### src/rtl/array_3d_pkg.sv
// Shared types and defaults for the 3-D array scan controller.
// Latency: n/a (types, constants and a width helper only).
// Backpressure: n/a.
package array_3d_pkg;

  // Scan controller states.
  typedef enum logic [1:0] {
    ST_IDLE = 2'd0,
    ST_RUN  = 2'd1,
    ST_DONE = 2'd2
  } state_t;

  // Default array dimensions and write data width.
  localparam int DEF_DIM_I = 4;
  localparam int DEF_DIM_J = 3;
  localparam int DEF_DIM_K = 2;
  localparam int DEF_DW    = 32;

  // Index width for a range 0..n-1; never narrower than one bit so that a
  // dimension of 1 still has a (constant zero) index port.
  function automatic int idx_w(input int n);
    return (n > 1) ? $clog2(n) : 1;
  endfunction

endpackage

### src/rtl/array_3d_idx_cnt.sv
// Wrapping index counter 0..N-1 with increment enable and carry-out.
// Latency: idx updates one cycle after inc; carry is combinational from inc.
// Backpressure: none, the caller gates inc.
// Ports: clk, rst (sync, active high), clr (sync clear), inc, idx, carry.
module array_3d_idx_cnt
  import array_3d_pkg::*;
#(
  parameter int N = 2
) (
  input  logic                  clk,
  input  logic                  rst,
  input  logic                  clr,
  input  logic                  inc,
  output logic [idx_w(N)-1:0]   idx,
  output logic                  carry
);

  localparam int W = idx_w(N);
  localparam logic [W-1:0] LAST = W'(N - 1);

  // For N=1 LAST is 0, so every increment carries and idx stays 0.
  assign carry = inc && (idx == LAST);

  always_ff @(posedge clk) begin
    if (rst || clr) begin
      idx <= '0;
    end else if (inc) begin
      if (idx == LAST) idx <= '0;
      else             idx <= idx + W'(1);
    end
  end

endmodule

### src/rtl/array_3d_scan_ctrl.sv
// Scans a DIM_I x DIM_J x DIM_K index space (k fastest), one write per accepted beat.
// Latency: first write valid the cycle after start; done one cycle after last acceptance.
// Backpressure: wr_vld/wr_rdy handshake; index and data hold while wr_rdy is low.
// Ports: clk, rst (sync, active high), start, busy, done, wr_vld, wr_rdy,
//        wr_i/wr_j/wr_k, wr_dat; plus abort when ARRAY_3D_SCAN_CTRL_ABORT_EN is defined.
module array_3d_scan_ctrl
  import array_3d_pkg::*;
#(
  parameter int DIM_I = DEF_DIM_I,
  parameter int DIM_J = DEF_DIM_J,
  parameter int DIM_K = DEF_DIM_K,
  parameter int DW    = DEF_DW
) (
  input  logic                     clk,
  input  logic                     rst,
  input  logic                     start,
`ifdef ARRAY_3D_SCAN_CTRL_ABORT_EN
  input  logic                     abort,
`endif
  output logic                     busy,
  output logic                     done,
  output logic                     wr_vld,
  input  logic                     wr_rdy,
  output logic [idx_w(DIM_I)-1:0]  wr_i,
  output logic [idx_w(DIM_J)-1:0]  wr_j,
  output logic [idx_w(DIM_K)-1:0]  wr_k,
  output logic [DW-1:0]            wr_dat
);

  state_t state, state_nxt;
  logic   acc;
  logic   clr;
  logic   carry_k, carry_j, carry_i;

  // Acceptance is derived from the state register directly rather than from
  // wr_vld so the next-state logic has no path back into itself.
  assign acc = (state == ST_RUN) && wr_rdy;
  // Counters sit at zero outside RUN, so every scan starts at (0,0,0) even
  // after an abort left them mid-range.
  assign clr = (state != ST_RUN);

  array_3d_idx_cnt #(.N(DIM_K)) u_cnt_k (
    .clk(clk), .rst(rst), .clr(clr), .inc(acc),     .idx(wr_k), .carry(carry_k)
  );
  array_3d_idx_cnt #(.N(DIM_J)) u_cnt_j (
    .clk(clk), .rst(rst), .clr(clr), .inc(carry_k), .idx(wr_j), .carry(carry_j)
  );
  array_3d_idx_cnt #(.N(DIM_I)) u_cnt_i (
    .clk(clk), .rst(rst), .clr(clr), .inc(carry_j), .idx(wr_i), .carry(carry_i)
  );

  assign wr_dat = DW'(wr_i) + DW'(wr_j) + DW'(wr_k);

  always_ff @(posedge clk) begin
    if (rst) state <= ST_IDLE;
    else     state <= state_nxt;
  end

  always_comb begin
    state_nxt = state;
    busy      = 1'b0;
    done      = 1'b0;
    wr_vld    = 1'b0;
    case (state)
      ST_IDLE: begin
        if (start) state_nxt = ST_RUN;
      end
      ST_RUN: begin
        busy   = 1'b1;
        wr_vld = 1'b1;
        // carry_i only fires on acceptance of the final element.
        if (carry_i) state_nxt = ST_DONE;
`ifdef ARRAY_3D_SCAN_CTRL_ABORT_EN
        else if (abort) state_nxt = ST_DONE;
`endif
      end
      ST_DONE: begin
        busy      = 1'b1;
        done      = 1'b1;
        state_nxt = ST_IDLE;
      end
      default: state_nxt = ST_IDLE;
    endcase
  end

endmodule

### config.mk
export PLATFORM = sky130hd
export DESIGN_NAME = array_3d_scan_ctrl
export DESIGN_NICKNAME = d
export VERILOG_FILES = /design/src/rtl/array_3d_pkg.sv /design/src/rtl/array_3d_idx_cnt.sv /design/src/rtl/array_3d_scan_ctrl.sv
export SDC_FILE = /design/constraint.sdc
export NUM_CORES = 1
export LEC_CHECK = 0
export BUFFER_PORTS_ARGS = -buffer_cell sky130_fd_sc_hd__clkbuf_2
export CAP_MARGIN = 20
export CORE_MARGIN = 2
export CORE_UTILIZATION = 40
export CTS_CLUSTER_DIAMETER = 80
export CTS_CLUSTER_SIZE = 14
export DETAILED_ROUTE_END_ITERATION = 10
export MAX_ROUTING_LAYER = met4
export PLACE_DENSITY = 0.83
export REMOVE_ABC_BUFFERS = 1
export SKIP_CTS_REPAIR_TIMING = 1
export SLEW_MARGIN = 10
export SYNTH_ARGS = -nofsm -noshare
export SYNTH_HDL_FRONTEND = slang
export SYNTH_SLANG_ARGS = --single-unit
### constraint.sdc
create_clock -name clk -period 2.18 [get_ports clk]
set_input_delay 0.327 -clock clk [delete_from_list [all_inputs] [get_ports clk]]
set_output_delay 0.327 -clock clk [all_outputs]
set_load 0.005 [all_outputs]
# --- Word-level counts from Yosys, hierarchy flattened ---
# Cells that the tools add are included.
# W data, S select, Z words.
totals:
  reg_bits: 7
  output_inout_bits: 40
  elab_cells: 33
op_classes:
  add_sub_neg: 5
  n_eq_ne: 7
  n_mux: 9
  reduce_logical: 8
ops:
  columns: ["op", "n"]
  rows:
  - ["$mux W2", 4]
  - ["$eq A2 B2 Y1 const B", 3]
  - ["$add A2 B1 Y2 const B", 2]
  - ["$add A3 B1 Y4", 1]
  - ["$logic_and A1 B1 Y1", 4]
  - ["$mux W1", 4]
  - ["$ne A2 B2 Y1 const B", 2]
  - ["$pmux W2 S2", 1]
  - ["$add A2 B2 Y3", 1]
  - ["$eq A2 B1 Y1 const B", 1]
  - ["$logic_not A2 Y1", 1]
  - ["$ne A2 B1 Y1 const B", 1]
  - ["$reduce_and A2 Y1", 1]
  - ["$reduce_or A2 Y1", 1]
  - ["$add A1 B1 Y1 const B", 1]
  - ["$logic_or A1 B1 Y1", 1]

# --- Longest topological paths before layout ---
# Gate-level depths: netlist of run 1.
logic_depth:
  ltp_word: 7
  mapped_depth: 5
  mapped_depth_nobuf: 5

# --- Hierarchy ---
# A second synthesis of run 1 with hierarchy kept.
unflattened:
  hier_cells: 79
  hier_area_um2: 671.9
by_module_without_submodules:
  columns: ["mod", "n_inst", "cells_each", "area_per_inst_um2", "seq_area_each_um2"]
  rows:
  - ["array_3d_scan_ctrl", 1, 56, 427.9, 40.0]
  - ["array_3d_idx_cnt (u_cnt_i)", 1, 9, 101.3, 40.0]
  - ["array_3d_idx_cnt (u_cnt_j)", 1, 10, 96.3, 40.0]
  - ["array_3d_idx_cnt (u_cnt_k)", 1, 4, 46.3, 20.0]

# --- Worst setup path before layout of run 1 ---
# OpenSTA, ideal clock, no wires.
synth_timing:
  kind: "reg2out"
  startpoint: "register u_cnt_k.idx"
  endpoint: "output wr_dat[1]"
  arrival_ns: 1.407
  setup_slack_ns: 0.446
  stages_incl_launch_ff: 5
  path_cell_list: "dfxtp_1 > inv_1 > fa_1 > fa_1 > inv_1"
synth_via:
  elab_chain_cells: 1
synth_rtl:
  columns: ["item", "line", "text"]
  rows:
  - ["start, declared", "array_3d_idx_cnt.sv:14", "output logic [idx_w(N)-1:0] idx,"]
  - ["start signal, assigned", "array_3d_idx_cnt.sv:29", "else idx <= idx + W'(1);"]
  - ["$add A3 B1 Y4", "array_3d_scan_ctrl.sv:52", "assign wr_dat = DW'(wr_i) + DW'(wr_j) + DW'(wr_k);"]
  - ["end, declared", "array_3d_scan_ctrl.sv:27", "output logic [DW-1:0] wr_dat"]
# No other way between the ends.

# --- Worst setup path after layout of run 1 ---
layout_timing:
  startpoint: "register u_cnt_i.idx[0]"
  endpoint: "output wr_dat[1]"
layout_via:
  elab_chain_cells: 2
layout_rtl:
  columns: ["item", "line"]
  rows:
  - ["start, declared", "array_3d_idx_cnt.sv:14"]
  - ["start signal, assigned", "array_3d_idx_cnt.sv:29"]
  - ["$add A2 B2 Y3", "array_3d_scan_ctrl.sv:52"]
  - ["$add A3 B1 Y4", "array_3d_scan_ctrl.sv:52"]
# No other way between the ends.

==> reports/metrics.yaml, run 1 <==
status: "finished clean"
antenna_found_initial: 0
final_antenna_net_count: 0
synth_most_common_cell: "buf_4"
grt_first_pass_wirelength_um: 1520
p_per_area_nw_per_um2: 491
setup-violations-final: 0
hold_violations: 0
cts-root-buf: "clkbuf_4"
ys_ff_latch: 7
fin_crit_ns: 2.07
postSynth.asyncResetShare_pct: 0
p_leak_uw: 0.000390
p_int_uw: 242
htree_levels: 1
clk_path_buf_depth: 2
dieHeight_um: 45.8
max_stage_delay_ns: 0.49
wirelength_um: 958
critical_path_buf_inv_count: 3
ys_seq_area_share_pct: 20.0
crit_arrival_ns: 1.75
fin_nets: 110
placementRows: 15
antennaDiodeCount: 0
cp_top_family: "adder cells"
globalRoute.totalOverflow: 0
switching_share_pct: 30.3
place.gp.congestion: 0.685
fin_crit_sh_pct: 95.1
synth_edf_count: 0
clock_latency_ns: 0.25
crit_path_top_delay_cell: "fa_1"
synth_ff_type: "dfxtp_1"
crit_required_ns: 1.85
dpl.hpwl_um: 824
tritoncts: "done"
worstHoldStart: "rst"
syn_avg_cell_area_um2: 8.63
io_pins: 44
yosysUniqueCellTypes: 20
path_class: "reg2out"
synth_area_leaders: "buf_4, dfxtp_1, ha_1, inv_1, fa_1"
yosys.area.top_type: "buf_4"
comb_power_share_pct: 25.2
path_cells: "inv_1 > fa_1 > fa_1 > inv_1 > clkbuf_2"
maxCapViolCount: 0
start_util_pct: 41.4
tns_ns: 0
synth-compound-area-share_pct: 4.83
placed_area_um2: 678
critPathCaptureType: "output pin"
rsz0062_at_grt: "no"
grt_pass1_vias: 368
finalClockSkew_ns: 0.00436
fin_area_um2: 707
portBuffers: 14
synthXorXnorAreaFrac_pct: 1.25
synthTopCellsByCount: "buf_4, inv_1, dfxtp_1"
die_area_um2: 2100
synth_simple_gate_area_share_pct: 17.4
grt_max_degree: 7
netlist_area_um2: 699
synth_top_area_share_pct: 31.1
initialDrtViolationCount: 3
grtUsageTotal_pct: 10.7
clock_sinks: 7
p_switching_uw: 105
synth_fa_ha_area_share_pct: 14.7
p_seq_share_pct: 40.7
die_x_um: 45.8
drive_gt1_share_pct: 23.5
vias: 488
peakVddDrop_v: 0.000267
core-area_um2: 1690
netlist_instances: 81
fmax_mhz: 482
fill_cells: 177
hold_path_class: "in2reg"
ys_warn_count: 0
routedWlPerCell_um: 8.33
cts_made_buffers: 3
slew_violations: 0
path_max_fanout: 5
synthMuxAreaShare_pct: 4.29
drc: 0
path_clk_slew_ns: 0.06
critPathLaunch: "u_cnt_i.idx[0]"
area_delta_synth_final_pct: 1.07
drt_pass1_iterations: 4
timing.rr.start: "state[1]"
worst_setup_path_start_kind: "flop"
routed_via_density: 4.24
synth_top_family_by_area: "buffers and inverters"
clkPwrFrac_pct: 34.1
## power by group through the flow
stage,combinational [µW],clock [µW],sequential (µW)
floorplan,63.1,0,142
global placement,83.7,0,143
detailed placement,87.0,0,144
CTS,87.8,122,141
global route,103,127,142
finish,87.5,118,141
## final timing paths
kind / to / slack [ns] / cells past startpoint
max reg2reg: state[1] / 0.86 / 5
max: wr_dat[1] / 0.11 / 5
min reg2reg: u_cnt_j.idx[1] / 0.49 / 2
min: state[0] / 0.30 / 2
## placed cells by master, fill, tap and decap left out
cell type	instances
clkbuf_1	1
mux2i_1	3
conb_1	29
inv_1	11
dfxtp_1	5
nor2_1	4
clkbuf_2	14
dfxtp_2	2
clkbuf_4	3
ha_1	5
nand2b_1	3
nand2_1	5
fa_1	2
or3_1	1
nand4b_4	1
a221oi_2	1
nor3b_1	1
o221ai_1	1
a21oi_1	2
xnor2_1	1
and3b_2	1
nor2b_1	1
nor4b_2	1
## worst register-to-register path, cell delays in order, from the launching register on
cell      delay [ns]
dfxtp_1         0.35
inv_1           0.08
ha_1            0.26
nor2b_1         0.17
a221oi_2        0.20
mux2i_1         0.20
## cell families after synthesis
logic type               after synthesis
XOR/XNOR                               1
AND/OR/NAND/NOR                       18
adder cells (fa/ha/maj)                7
buffers and inverters                 40
multiplexers                           3
flip-flops                             7
AO/OA/AOI/OAI                          4
other                                  1
## flip-flops by register name, summed over array words and instances, names as in the netlist
register / flops
u_cnt_j.idx: 2
u_cnt_i.idx: 2
u_cnt_k.idx: 1
state: 2
## area by class of cell
class / instances / area [µm²] / share of cell area [%]
clock buffers: 4 / 26.3 / 3.72
inverters: 11 / 41.3 / 5.84
multi-input cells: 62 / 405 / 57.3
flip-flops and latches: 7 / 143 / 20.2
well taps: 17 / 21.3 / 3.01
repair buffers: 14 / 70.1 / 9.91
## metrics by stage
stage                     hold WS [ns]  total power, µW  worst slack, ns  utilization (%)  cells
final                            0.297              347            0.107             41.9    115
after CTS                        0.294              351           0.0343             41.7    115
after floorplan                  0.398              205            0.446                -     80
after global placement           0.480              227            0.362             40.1    111
after detailed placement         0.490              231            0.312             40.1    111
after global routing             0.298              372          0.00337             41.9    115
## layer usage
| layer | track usage (%) | vias up | routed length (µm) |
|---|---|---|---|
| met2 | 16.9 | 36 | 470 |
| li1 | - | 227 | - |
| met1 | 11.2 | 221 | 381 |
| met5 | - | - | 0 |
| met4 | 6.86 | 0 | 17 |
| met3 | 3.57 | 4 | 89 |
No activity file was read; power rests on OpenSTA's default activity.
==> run 2: changes to the inputs <==
- ABC_AREA: default -> 1
- PLACE_DENSITY: 0.83 -> 0.84
==> run 2 against run 1 <==
  * First-iteration DRC count grew 67%
  * Sequential power grew 17%
  * Largest cell class unchanged
  * Routed wire length shrank 1.7%
  * Fmax grew 0.11%
  * Combinational power grew 150%
  * Power grew 42%
  * Die area shrank 4.3%
  * Critical endpoint unchanged
  * Design area shrank 5.0%
  * Clock power is essentially flat
  * Worst setup slack gained 0.0022 ns
  * Count of clock-buffer cells in the layout is the same
  * Sequential cell count is the same
==> reports/metrics.yaml, run 2 <==
status: "finished clean"
reg2reg_to: "u_cnt_i.idx[1]"
top_regs: "state (2), u_cnt_i.idx (2), u_cnt_j.idx (2)"
io_pins: 44  # unchanged
globalRoute.totalOverflow: 0  # unchanged
p_per_area_nw_per_um2: 735  # +50%
rsz0062_at_grt: "no"
yosys.area.top_type: "buf_4"
peakVddDrop_v: 0.000428  # +60%
synth_area_leaders: "buf_4, dfxtp_1, ha_1, inv_1, fa_1"
drt_pass1_iterations: 4  # unchanged
fin_crit_sh_pct: 95.0  # -0.10 points
grt_first_pass_wirelength_um: 1460  # -4.5%
postSynth.asyncResetShare_pct: 0  # unchanged
fin_nets: 115  # +4.5%
r2r_cells: 7  # +2
synth_ff_type: "dfxtp_1"
synth_most_common_cell: "buf_4"
syn_avg_cell_area_um2: 7.75  # -10%
vias: 472  # -3.3%
grtUsageTotal_pct: 10.5  # -0.14 points
antenna_found_initial: 0  # unchanged
tritoncts: "done"
hold_violations: 0  # unchanged
worstHoldStart: "rst"
dp_slack_ns: 0.341  # +0.0288 ns
cts-root-buf: "clkbuf_4"
core-area_um2: 1540  # -8.7%
final_cell_mix: "conb_1, clkbuf_2, inv_1"
wirelength_um: 942  # -1.7%
drc: 0  # unchanged
fin_ws_ns: 0.110  # +0.00219 ns
fmax_mhz: 483  # +0.11%
die_x_um: 44.8  # -2.1%
setup-violations-final: 0  # unchanged
cts_made_buffers: 3  # unchanged
p_leak_uw: 0.000374  # -4.2%
yosysUniqueCellTypes: 18  # -10%
antennaDiodeCount: 0  # unchanged
place.gp.congestion: 0.738  # +7.8%
crit_required_ns: 1.85  # about the same
ff_latch_area_um2: 141  # -0.88%
dieHeight_um: 44.8  # -2.1%
path_class: "reg2out"
slew_violations: 0  # unchanged
worst_setup_path_start_kind: "flop"
path_clk_slew_ns: 0.05  # about the same
die_area_um2: 2010  # -4.3%
grt_pass1_vias: 392  # +6.5%
synth_top_area_share_pct: 32.6  # +1.5 points
clock_sinks: 7  # unchanged
routed_via_density: 3.97  # -6.5%
timing.rr.start: "state[1]"
maxCapViolCount: 0  # unchanged
placementRows: 14  # -1
synth_edf_count: 0  # unchanged
path_max_fanout: 4  # -1
p_total_uw: 494  # +42%
fin_crit_ns: 2.07  # -0.00219 ns
ys_warn_count: 0  # unchanged
start_util_pct: 43.3  # +1.9 points
portBuffers: 14  # unchanged
crit_arrival_ns: 1.74  # about the same
clk_path_buf_depth: 2  # unchanged
htree_levels: 1  # unchanged
whs_endpoint: "state[1]"
synthTopCellsByCount: "buf_4, inv_1, dfxtp_1"
dpl.hpwl_um: 833  # +1.0%
critPathCaptureType: "output pin"
min_path_cells: 4  # +2
netlist_instances: 86  # +6.2%
ys_seq_area_share_pct: 21.0  # +0.98 points
drive_gt1_share_pct: 25.2  # +1.8 points
rrSetupSlack_ns: 0.78  # -0.08 ns
ys_ff_latch: 7  # unchanged
final_antenna_net_count: 0  # unchanged
clock_latency_ns: 0.25  # about the same
initialDrtViolationCount: 5  # +2
multiInputGateArea_um2: 358  # -12%
routedWlPerCell_um: 7.92  # -5.0%
finalClockSkew_ns: 0.00584  # +0.00148 ns
tns_ns: 0  # unchanged
area_delta_synth_final_pct: 0.750
fill_cells: 157  # -11%
netlist_area_um2: 667  # -4.7%
grt_max_degree: 6  # -1
final_common_cell: "conb_1"
hold_path_class: "in2reg"
[run 2: changes by cell type after synthesis, sizes merged, moves of 2 or more]
| cell | before | now |
|---|---|---|
| nand2 | 5 | 8 |
| nand2b | 3 | 0 |
| inv | 11 | 15 |
| mux2i | 3 | 0 |
| a21oi | 2 | 7 |
| nand3 | 0 | 2 |
| o21ai | 0 | 2 |
| a211oi | 0 | 2 |
[run 2: cell families (layout without fill, tap and decap cells)]
family / Yosys count / after routing / synth area share, %
other: 1 / 29 / 0.562
flip-flops: 7 / 7 / 21.0
adder cells (fa/ha/maj): 7 / 7 / 15.4
AND/OR/NAND/NOR: 16 / 16 / 12.4
buffers and inverters: 44 / 33 / 41.1
AO/OA/AOI/OAI: 11 / 11 / 9.57
[run 2: worst max path at each step]
stage | from | endpoint | slack, ns | cells past startpoint
5_1_grt | u_cnt_j.idx[0] | wr_dat[1] | 0.03 | 5
4_1_cts | u_cnt_i.idx[0] | wr_dat[1] | 0.07 | 5
2_1_floorplan | u_cnt_i.idx[0] | wr_dat[1] | 0.46 | 4
6_report | u_cnt_j.idx[0] | wr_dat[1] | 0.11 | 5
3_5_place_dp | u_cnt_i.idx[0] | wr_dat[1] | 0.34 | 5
3_3_place_gp | u_cnt_j.idx[0] | wr_dat[1] | 0.39 | 5
[run 2: final cells by class]
class / instances / area share [%]
clock buffer: 4 / 3.91
inverter: 15 / 8.38
multi-input combinational: 63 / 53.3
sequential: 7 / 21.0
tap: 16 / 2.98
timing repair buffer: 14 / 10.4
[run 2: critical path, stage by stage (launching register included)]
cell,delay (ns)
dfxtp_1,0.37
inv_1,0.10
fa_1,0.41
fa_1,0.49
inv_1,0.04
clkbuf_2,0.10
[run 2: through the flow]
step / std cells / util (%) / hold slack (ns) / cell area [µm²]
after CTS: 119 / 43.5 / 0.329 / 671
after global routing: 119 / 43.6 / 0.356 / 672
after global placement: 115 / 41.8 / 0.506 / 644
after detailed placement: 115 / 41.8 / 0.517 / 644
final: 119 / 43.6 / 0.334 / 672
after floorplan: 85 / - / 0.482 / 554
[run 2: routing by layer]
| metal | share of wire [%] | global-route usage [%] | routed length [µm] |
|---|---|---|---|
| met2 | 53 | 18.6 | 497 |
| met4 | 0 | 3.53 | 0 |
| met1 | 35 | 9.41 | 326 |
| met5 | 0 | - | 0 |
| met3 | 12 | 6.00 | 117 |
[run 2: report_power, final]
part / total, µW / switching [µW] / internal (µW)
Sequential: 165 / 17.5 / 147
Clock: 115 / 45.2 / 69.7
Combinational: 215 / 127 / 87.8
Total: 494 / 190 / 304
